### src/rtl/if_fetch_stage.sv
// rtl/if_fetch_stage.sv - OpenMIPS instruction-fetch stage: PC, ROM interface and IF/ID register
//
// Purpose:
//   Holds the program counter and drives the instruction ROM. Captures the
//   combinational ROM read data, with its PC, into the IF/ID pipeline
//   register. Handles stall, flush to an exception vector, and taken-branch
//   redirect with the delay-slot instruction kept. Counts accepted fetches.
//
// Optional feature macro: IF_MISALIGN_EXC_EN
//   When defined, a PC with nonzero low bits disables the ROM for that
//   cycle. The captured slot is then tagged with id_adel_o, so decode raises
//   an address-error exception.
//
// Ports:
//   clk             in   pipeline clock, rising edge
//   rst             in   asynchronous active-high reset
//   stall_pc_i      in   hold PC
//   stall_if_i      in   hold IF/ID register
//   stall_id_i      in   decode stage held
//   flush_i         in   exception/eret flush, highest priority
//   new_pc_i        in   flush redirect target
//   branch_flag_i   in   taken branch/jump resolved in ID
//   branch_target_i in   taken-branch target
//   rom_ce_o        out  ROM chip enable
//   rom_addr_o      out  ROM byte address (current PC)
//   rom_inst_i      in   ROM read data, combinational from rom_addr_o
//   id_pc_o         out  PC of instruction presented to ID
//   id_inst_o       out  instruction presented to ID
//   id_valid_o      out  id_inst_o is a real fetched instruction
//   fetch_cnt_o     out  instructions accepted into IF/ID, mod 2^32
//   id_adel_o       out  (IF_MISALIGN_EXC_EN only) misaligned fetch tag

module if_fetch_stage #(
   parameter logic [31:0] RESET_PC = 32'h0000_0000,
   parameter int          ADDR_W   = 32,
   parameter int          INST_W   = 32
) (
   input  logic              clk,
   input  logic              rst,
   input  logic              stall_pc_i,
   input  logic              stall_if_i,
   input  logic              stall_id_i,
   input  logic              flush_i,
   input  logic [ADDR_W-1:0] new_pc_i,
   input  logic              branch_flag_i,
   input  logic [ADDR_W-1:0] branch_target_i,
   output logic              rom_ce_o,
   output logic [ADDR_W-1:0] rom_addr_o,
   input  logic [INST_W-1:0] rom_inst_i,
   output logic [ADDR_W-1:0] id_pc_o,
   output logic [INST_W-1:0] id_inst_o,
   output logic              id_valid_o,
`ifdef IF_MISALIGN_EXC_EN
   output logic              id_adel_o,
`endif
   output logic [31:0]       fetch_cnt_o
);

   typedef enum logic {
      ST_OFF = 1'b0,
      ST_RUN = 1'b1
   } fetch_state_t;

   fetch_state_t      state;
   logic              ce_q;
   logic [ADDR_W-1:0] pc;
   logic              capture;
   logic              bubble;

   // Fetch enable FSM and PC. ce_q is the registered FSM output and is
   // high exactly while in RUN.
   always_ff @(posedge clk or posedge rst) begin
      if (rst) begin
         state <= ST_OFF;
         ce_q  <= 1'b0;
         pc    <= ADDR_W'(RESET_PC);
      end else begin
         case (state)
            ST_OFF: begin
               state <= ST_RUN;
               ce_q  <= 1'b1;
            end
            ST_RUN: begin
               ce_q <= 1'b1;
               // A branch arriving during a PC stall is dropped here.
               // Upstream control holds branch_flag_i until the stall ends.
               if (flush_i)
                  pc <= new_pc_i;
               else if (stall_pc_i)
                  pc <= pc;
               else if (branch_flag_i)
                  pc <= branch_target_i;
               else
                  pc <= pc + ADDR_W'(4);
            end
            default: begin
               state <= ST_OFF;
               ce_q  <= 1'b0;
            end
         endcase
      end
   end

   assign rom_addr_o = pc;

`ifdef IF_MISALIGN_EXC_EN
   logic misaligned;
   assign misaligned = ce_q & (pc[1:0] != 2'b00);
   assign rom_ce_o   = ce_q & ~misaligned;
`else
   // The ROM word-indexes the address, so pc[1:0] plays no part here.
   assign rom_ce_o = ce_q;
`endif

   // A new slot is loaded into IF/ID only when IF is not stalled and no
   // flush is in progress. A stall of IF alone (ID still moving) pushes a
   // bubble so the same instruction does not reach ID twice.
   assign capture = ~flush_i & ~stall_if_i;
   assign bubble  = flush_i | (stall_if_i & ~stall_id_i);

   always_ff @(posedge clk or posedge rst) begin
      if (rst) begin
         id_pc_o    <= '0;
         id_inst_o  <= '0;
         id_valid_o <= 1'b0;
`ifdef IF_MISALIGN_EXC_EN
         id_adel_o  <= 1'b0;
`endif
      end else if (bubble) begin
         id_pc_o    <= '0;
         id_inst_o  <= '0;
         id_valid_o <= 1'b0;
`ifdef IF_MISALIGN_EXC_EN
         id_adel_o  <= 1'b0;
`endif
      end else if (capture) begin
         id_pc_o <= pc;
`ifdef IF_MISALIGN_EXC_EN
         if (misaligned) begin
            // Valid but empty slot: decode turns the tag into AdEL.
            id_inst_o  <= '0;
            id_valid_o <= 1'b1;
            id_adel_o  <= 1'b1;
         end else begin
            id_inst_o  <= rom_inst_i;
            id_valid_o <= rom_ce_o;
            id_adel_o  <= 1'b0;
         end
`else
         id_inst_o  <= rom_inst_i;
         id_valid_o <= rom_ce_o;
`endif
      end
   end

   // Counts only real ROM fetches loaded into IF/ID. Holds, bubbles and
   // flushes leave the count unchanged.
   always_ff @(posedge clk or posedge rst) begin
      if (rst)
         fetch_cnt_o <= '0;
      else if (capture && rom_ce_o)
         fetch_cnt_o <= fetch_cnt_o + 32'd1;
   end

endmodule
### config.mk
export PLATFORM = sky130hd
export DESIGN_NAME = if_fetch_stage
export DESIGN_NICKNAME = d
export VERILOG_FILES = /design/src/rtl/if_fetch_stage.sv
export SDC_FILE = /design/constraint.sdc
export NUM_CORES = 1
export LEC_CHECK = 0
export ABC_AREA = 1
export ABC_CLOCK_PERIOD_IN_PS = 6120
export CELL_PAD_IN_SITES_DETAIL_PLACEMENT = 1
export CELL_PAD_IN_SITES_GLOBAL_PLACEMENT = 1
export CORE_MARGIN = 3
export CORE_UTILIZATION = 33
export CTS_BUF_LIST = sky130_fd_sc_hd__clkbuf_8
export CTS_CLUSTER_SIZE = 10
export DETAILED_ROUTE_END_ITERATION = 8
export GPL_TIMING_DRIVEN = 0
export PLACE_DENSITY_LB_ADDON = 0.1
export SYNTH_ARGS = -nofsm -noshare
export SYNTH_HDL_FRONTEND = slang
export SYNTH_SLANG_ARGS = --single-unit
### constraint.sdc
create_clock -name clk -period 6.12 [get_ports clk]
set_input_delay 1.224 -clock clk [delete_from_list [all_inputs] [get_ports clk]]
set_output_delay 1.224 -clock clk [all_outputs]
set_load 0.01 [all_outputs]
==> flow_metrics.py, run 1 <==
metrics = {
    "worst_setup_path": {
        "cpLargestDelayFamily": "buffers and inverters",
        "crit_type": "flop to primary output",
        "crit_required_ns": 4.90,
        "worst_ep_arrival_time_ns": 1.62,
        "crit_path_max_incr_delay_ns": 0.65,
        "critical_path.n_buffers_inverters": 1,
        "cp_max_fo": 8,
        "startpoint_type": "flop",
        "r2r_slack_ns": 4.28,
        "crit_path_top_delay_cell": "clkdlybuf4s50_1",
        "path_cells": "clkdlybuf4s50_1",
        "end_kind": "primary output",
    },
    "final_layout": {
        "nets": 1236,
        "finalInstanceArea_um2": 9900,
        "drive_gt1_frac": 0.0656,
        "syn2layout_area_growth_pct": 45.6,
        "mostFrequentLayoutCells": "clkdlybuf4s50_1, nand2_1, inv_1",
        "layout_commonest_cell": "clkdlybuf4s50_1",
    },
    "synthesis": {
        "synth_sequential_area_ratio": 0.479,
        "ys.warnings.count": 0,
        "syn_avg_cell_area_um2": 7.72,
        "synth_nets": 985,
        "synth_ff_type": "dfrtp_1",
        "synthArstFlopShare": 1.00,
        "netlist_area_um2": 6800,
        "synthCells": 880,
        "synth.distinct_cells": 36,
        "synth-edff-count": 0,
        "ys_ff_latch": 130,
    },
    "global_route": {
        "antenna_found_initial": 1,
        "gr-usage-met3": 0.0475,
        "use_met1": 0.264,
        "grt_use_total": 0.224,
        "grt_pass1_vias": 7306,
        "overflow": 0,
        "grt_max_degree": 78,
        "gr-usage-met2": 0.406,
        "grt-busiest-layer": "met2",
        "grt_pass1_wl_um": 39200,
    },
    "sta": {
        "period_needed_ns": 2.85,
        "slew_viol_final": 0,
        "skew_ns": 0.0170,
        "finalSetupTns_ns": 0,
        "timing.final.crit_share": 0.465,
        "rsz0062_at_grt": "false",
        "worstMarginPinSlew_ns": 0.672,
        "relSlewSlack": 0.552,
        "report.final.hold_viol_count": 0,
        "fmax_ghz": 0.351,
        "finalSetupViolCount": 0,
    },
    "power": {
        "p_per_area_nw_per_um2": 236,
        "finalPower_uw": 2340,
        "leakagePower_uw": 0.00430,
        "vdd_drop_max_v": 0.000104,
    },
    "clocking": {
        "holdBufCountCts": 0,
        "clock-sinks": 130,
        "cts.clk_slew.worst_paths_ns": 0.08,
        "cts_tree": "yes",
        "htreeDepth": 4,
        "cts-resized-gates": 0,
        "insertion_delay_ns": 0.46,
        "numCtsBuffers": 17,
        "post_cts_buffers": 0,
        "clockBufferDepth": 2,
        "cts-root-buf": "clkbuf_8",
    },
    "detailed_routing": {
        "routed-via-count": 6859,
        "drt_iter0_drc": 198,
        "routed_wl_um": 24700,
        "drtAntennaViolNets": 0,
        "wire_per_inst_um": 17.5,
        "drc": 0,
        "drt_pass1_iterations": 4,
        "viasPerCell": 4.87,
    },
    "placed_design": {
        "gp_congestion": 0.825,
        "dp_hpwl_um": 19000,
        "io_buffers": 231,
        "place_area_um2": 9470,
    },
    "floorplanning": {
        "initial_core_util": 0.343,
        "rows": 51,
        "io_pins": 233,
        "fp.coreArea_um2": 19800,
        "die_h_um": 150,
        "die-area_um2": 22400,
        "die_x_um": 150,
    },
    "worst_hold_path": {
        "hold_path_class": "flop to flop",
    },
    "status": {
        "outcome": "complete, no violations",
    },
    "run": {
        "drv_cap": 0,
    },
}
-- path summary, 6_finish.rpt --
path	endpoint	start	cells past startpoint
worst max-delay path	rom_addr_o[9]	rom_addr_o[9]$_DFFE_PP0P_	1
worst min-delay path	id_inst_o[1]$_DFFE_PP0P_	id_inst_o[1]$_DFFE_PP0P_	2
worst max register to register	rom_addr_o[22]$_DFFE_PP0P_	rom_addr_o[3]$_DFFE_PP0P_	9
worst min register to register	id_inst_o[1]$_DFFE_PP0P_	id_inst_o[1]$_DFFE_PP0P_	2
max in group asynchronous	rom_addr_o[18]$_DFFE_PP0P_	rst	3
min in group asynchronous	id_inst_o[19]$_DFFE_PP0P_	rst	2
-- cells in the mapped netlist, types with 3 or more instances --
| library cell | n | share of area |
|---|---|---|
| nand2_1 | 202 | 0.11 |
| inv_1 | 135 | 0.075 |
| dfrtp_1 | 130 | 0.48 |
| nor2_1 | 91 | 0.050 |
| nand3_1 | 87 | 0.064 |
| o21ai_0 | 42 | 0.031 |
| o22ai_1 | 28 | 0.026 |
| a21oi_1 | 19 | 0.014 |
| buf_2 | 17 | 0.013 |
| a221oi_1 | 16 | 0.021 |
| clkbuf_1 | 14 | 0.0077 |
| xnor2_1 | 11 | 0.014 |
| nand4_1 | 10 | 0.0092 |
| nor3_1 | 9 | 0.0066 |
| xor2_1 | 9 | 0.012 |
| a22o_1 | 8 | 0.010 |
| a22oi_1 | 8 | 0.0088 |
| inv_2 | 7 | 0.0039 |
| nor2_4 | 4 | 0.0066 |
| o21ai_1 | 4 | 0.0029 |
| nand2_2 | 3 | 0.0028 |
| nand3b_1 | 3 | 0.0033 |
| nor2_2 | 3 | 0.0028 |
| o211ai_1 | 3 | 0.0033 |
-- power by group --
part	switching (uW)	total [uW]	internal [uW]
clock network	374	798	424
registers	90.1	1020	930
logic	258	520	263
total	722	2340	1620
-- kinds of logic after synthesis --
logic type | after synthesis | share of synthesized area
adder cells (fa/ha/maj) | 2 | 0.00368
other | 1 | 0.000552
AND/OR/NAND/NOR | 419 | 0.269
AO/OA/AOI/OAI | 132 | 0.121
flip-flops | 130 | 0.479
buffers and inverters | 176 | 0.102
XOR/XNOR | 20 | 0.0258
-- flip-flops by register name, summed over array words and instances, names as in the netlist --
| signal | flops |
|---|---|
| fetch_cnt_o | 32 |
| id_pc_o | 32 |
| id_valid_o | 1 |
| rom_addr_o | 32 |
| id_inst_o | 32 |
| rom_ce_o | 1 |
-- stage by stage --
stage | instances | worst slack (ns) | hold slack, ns | util
floorplan | 880 | 1.43 | 0.539 | -
CTS | 1408 | 3.25 | 0.527 | 0.499
detailed placement | 1377 | 3.04 | 0.512 | 0.477
global placement | 1376 | -0.777 | 0.505 | 0.476
finish | 1409 | 3.27 | 0.522 | 0.499
global route | 1409 | 3.22 | 0.535 | 0.499
-- final cells by class --
class,count,area (um^2)
fill,2446,9950
timing repair buffer,232,2340
multi-input combinational,574,2850
antenna,1,2.50
tap,265,332
buffer,33,153
clock inverter,12,158
inverter,143,543
clock buffer,19,262
sequential,130,3250
-- metal layers --
layer | share of wire | vias up | wire, um
met5 | 0 | - | 0
met1 | 0.41 | 3307 | 10100
met4 | 0.022 | 0 | 537
li1 | - | 3351 | -
met3 | 0.043 | 32 | 1070
met2 | 0.53 | 169 | 13000
Power figures use the tool's default switching activity.
==> inputs of run 2 (changes only) <==
--- a/config.mk
+++ b/config.mk
@@ -6,7 +6,7 @@
 export NUM_CORES = 1
 export LEC_CHECK = 0
 export ABC_AREA = 1
-export ABC_CLOCK_PERIOD_IN_PS = 6120
+export ABC_CLOCK_PERIOD_IN_PS = 2800
 export CELL_PAD_IN_SITES_DETAIL_PLACEMENT = 1
 export CELL_PAD_IN_SITES_GLOBAL_PLACEMENT = 1
 export CORE_MARGIN = 3
==> constraint.sdc (replaced) <==
create_clock -name clk -period 2.8 [get_ports clk]
set_input_delay 0.56 -clock clk [delete_from_list [all_inputs] [get_ports clk]]
set_output_delay 0.56 -clock clk [all_outputs]
set_load 0.01 [all_outputs]
==> run 2 against run 1 <==
Sequential share of layout area fell by 0.11 points. Critical path depth did not move. Sequential cell count did not move. Total power rose by 120%. Die area did not move. Largest cell class unchanged. Final cell count rose by 0.28%. Clock power rose by 120%. Largest power group unchanged.
==> flow_metrics.py, run 2 (same netlist as run 1, synthesis figures left out) <==
metrics = {
    "placed_design": {
        "gp_congestion": 0.843,
        "dp_hpwl_um": 19300,
        "io_buffers": 231,
    },
    "floorplanning": {
        "fp.coreArea_um2": 19800,
        "rows": 51,
        "die_x_um": 150,
        "io_pins": 233,
        "die_h_um": 150,
        "die-area_um2": 22400,
        "initial_core_util": 0.343,
    },
    "final_layout": {
        "nets": 1238,
        "layout_commonest_cell": "clkdlybuf4s50_1",
        "drive_gt1_frac": 0.0672,
        "mostFrequentLayoutCells": "clkdlybuf4s50_1, nand2_1, inv_1",
        "syn2layout_area_growth_pct": 46.1,
    },
    "detailed_routing": {
        "routed_wl_um": 24700,
        "viasPerCell": 4.84,
        "wl_met1_um": 10200,
        "top_layer": "met4",
        "met2_length_um": 12800,
        "wire_per_inst_um": 17.5,
        "drt_iter0_drc": 254,
        "drtAntennaViolNets": 0,
        "met3_length_um": 1090,
        "drt_pass1_iterations": 4,
        "drc": 0,
        "routed-via-count": 6835,
    },
    "global_route": {
        "overflow": 0,
        "grt_pass1_vias": 7224,
        "antenna_found_initial": 2,
        "grt_pass1_wl_um": 39000,
        "grt_max_degree": 42,
        "grt_use_total": 0.224,
    },
    "clocking": {
        "clockBufferDepth": 2,
        "cts.clk_slew.worst_paths_ns": 0.09,
        "cts_tree": "yes",
        "post_cts_buffers": 0,
        "cts-root-buf": "clkbuf_8",
        "clock-sinks": 130,
        "holdBufCountCts": 0,
        "htreeDepth": 4,
        "numCtsBuffers": 17,
        "insertion_delay_ns": 0.46,
        "cts-resized-gates": 0,
    },
    "worst_setup_path": {
        "worst_ep_arrival_time_ns": 1.58,
        "worst_r2r_endpoint": "rom_addr_o[22]$_DFFE_PP0P_",
        "crit_required_ns": 2.24,
        "path_cells": "clkdlybuf4s50_1",
        "end_kind": "primary output",
        "startpoint_type": "flop",
        "critical_path.n_buffers_inverters": 1,
        "crit_path_max_incr_delay_ns": 0.63,
        "cpLargestDelayFamily": "buffers and inverters",
        "cp_max_fo": 8,
        "crit_path_start": "rom_addr_o[9]$_DFFE_PP0P_",
        "reg2regPathDepth": 9,
        "r2r-start": "rom_addr_o[3]$_DFFE_PP0P_",
        "r2r_slack_ns": 0.99,
        "crit_type": "flop to primary output",
        "crit_path_top_delay_cell": "clkdlybuf4s50_1",
    },
    "sta": {
        "relSlewSlack": 0.503,
        "slew_viol_final": 0,
        "worstMarginPinSlew_ns": 0.744,
        "timing.hold.ws_ns": 0.520,
        "finalSetupViolCount": 0,
        "timing.final.crit_share": 0.764,
        "finalSetupTns_ns": 0,
        "fmax_ghz": 0.467,
        "skew_ns": 0.0221,
        "report.final.hold_viol_count": 0,
        "period_needed_ns": 2.14,
        "rsz0062_at_grt": "false",
    },
    "worst_hold_path": {
        "hold_path_class": "flop to flop",
        "min_to": "fetch_cnt_o[13]$_DFFE_PP0P_",
        "min_path_cells": 1,
        "hp-start": "fetch_cnt_o[13]$_DFFE_PP0P_",
    },
    "power": {
        "internal-power_uw": 3540,
        "vdd_drop_max_v": 0.000275,
        "p_switching_uw": 1590,
        "p_per_area_nw_per_um2": 517,
        "clkPwrFrac": 0.343,
        "leakagePower_uw": 0.00432,
        "pwr-share-seq": 0.434,
        "swShare": 0.311,
        "pwr-share-comb": 0.224,
    },
    "status": {
        "outcome": "complete, no violations",
    },
    "run": {
        "drv_cap": 0,
    },
}
run 2: cell count changes in the layout (fill, tap and decap cells not counted), sizes merged:
cell      change
clkinv        -1
diode         +1
inv           +1
buf           +2
clkinvlp      +1
run 2: worst max-delay path by stage:
stage,depth (start not counted),end,slack [ns]
after floorplan,1,fetch_cnt_o[0]$_DFFE_PP0P_,0.63
after CTS,1,rom_addr_o[9],0.62
final,1,rom_addr_o[9],0.66
after detailed placement,6,rom_addr_o[3]$_DFFE_PP0P_,0.37
after global routing,1,rom_addr_o[9],0.58
after global placement,2,fetch_cnt_o[10]$_DFFE_PP0P_,-0.76
run 2: power groups by stage:
stage                     Sequential [uW]  Clock (uW)  Combinational, uW
after floorplan                      2300           0                428
after global placement               2260           0               1130
after detailed placement             2260           0               1160
after CTS                            2230        1800               1170
after global routing                 2260        1890               1260
final                                2230        1760               1150
run 2: layout make-up:
class | count | area (um^2)
diodes | 2 | 5.00
plain buffers | 33 | 153
clock buffers | 19 | 262
clock inverters | 13 | 158
fillers | 2425 | 9920
inverters | 143 | 542
multi-input cells | 574 | 2850
flip-flops and latches | 130 | 3250
well taps | 265 | 332
repair buffers | 234 | 2370
run 2: metrics by stage:
stage / setup slack, ns / power [uW] / utilization / cells / instance area (um^2)
finish: 0.660 / 5130 / 0.500 / 1413 / 9930
global route: 0.581 / 5410 / 0.500 / 1413 / 9930
CTS: 0.617 / 5200 / 0.500 / 1411 / 9920
detailed placement: 0.369 / 3420 / 0.479 / 1379 / 9510
global placement: -0.756 / 3390 / 0.476 / 1376 / 9450
floorplan: 0.631 / 2730 / - / 880 / 6800
run 2: per-layer routing:
| layer | GRT usage | vias to the layer above |
|---|---|---|
| li1 | - | 3355 |
| met1 | 0.269 | 3285 |
| met2 | 0.399 | 164 |
| met3 | 0.0485 | 31 |
| met4 | 0.0751 | 0 |
| met5 | 0 | - |
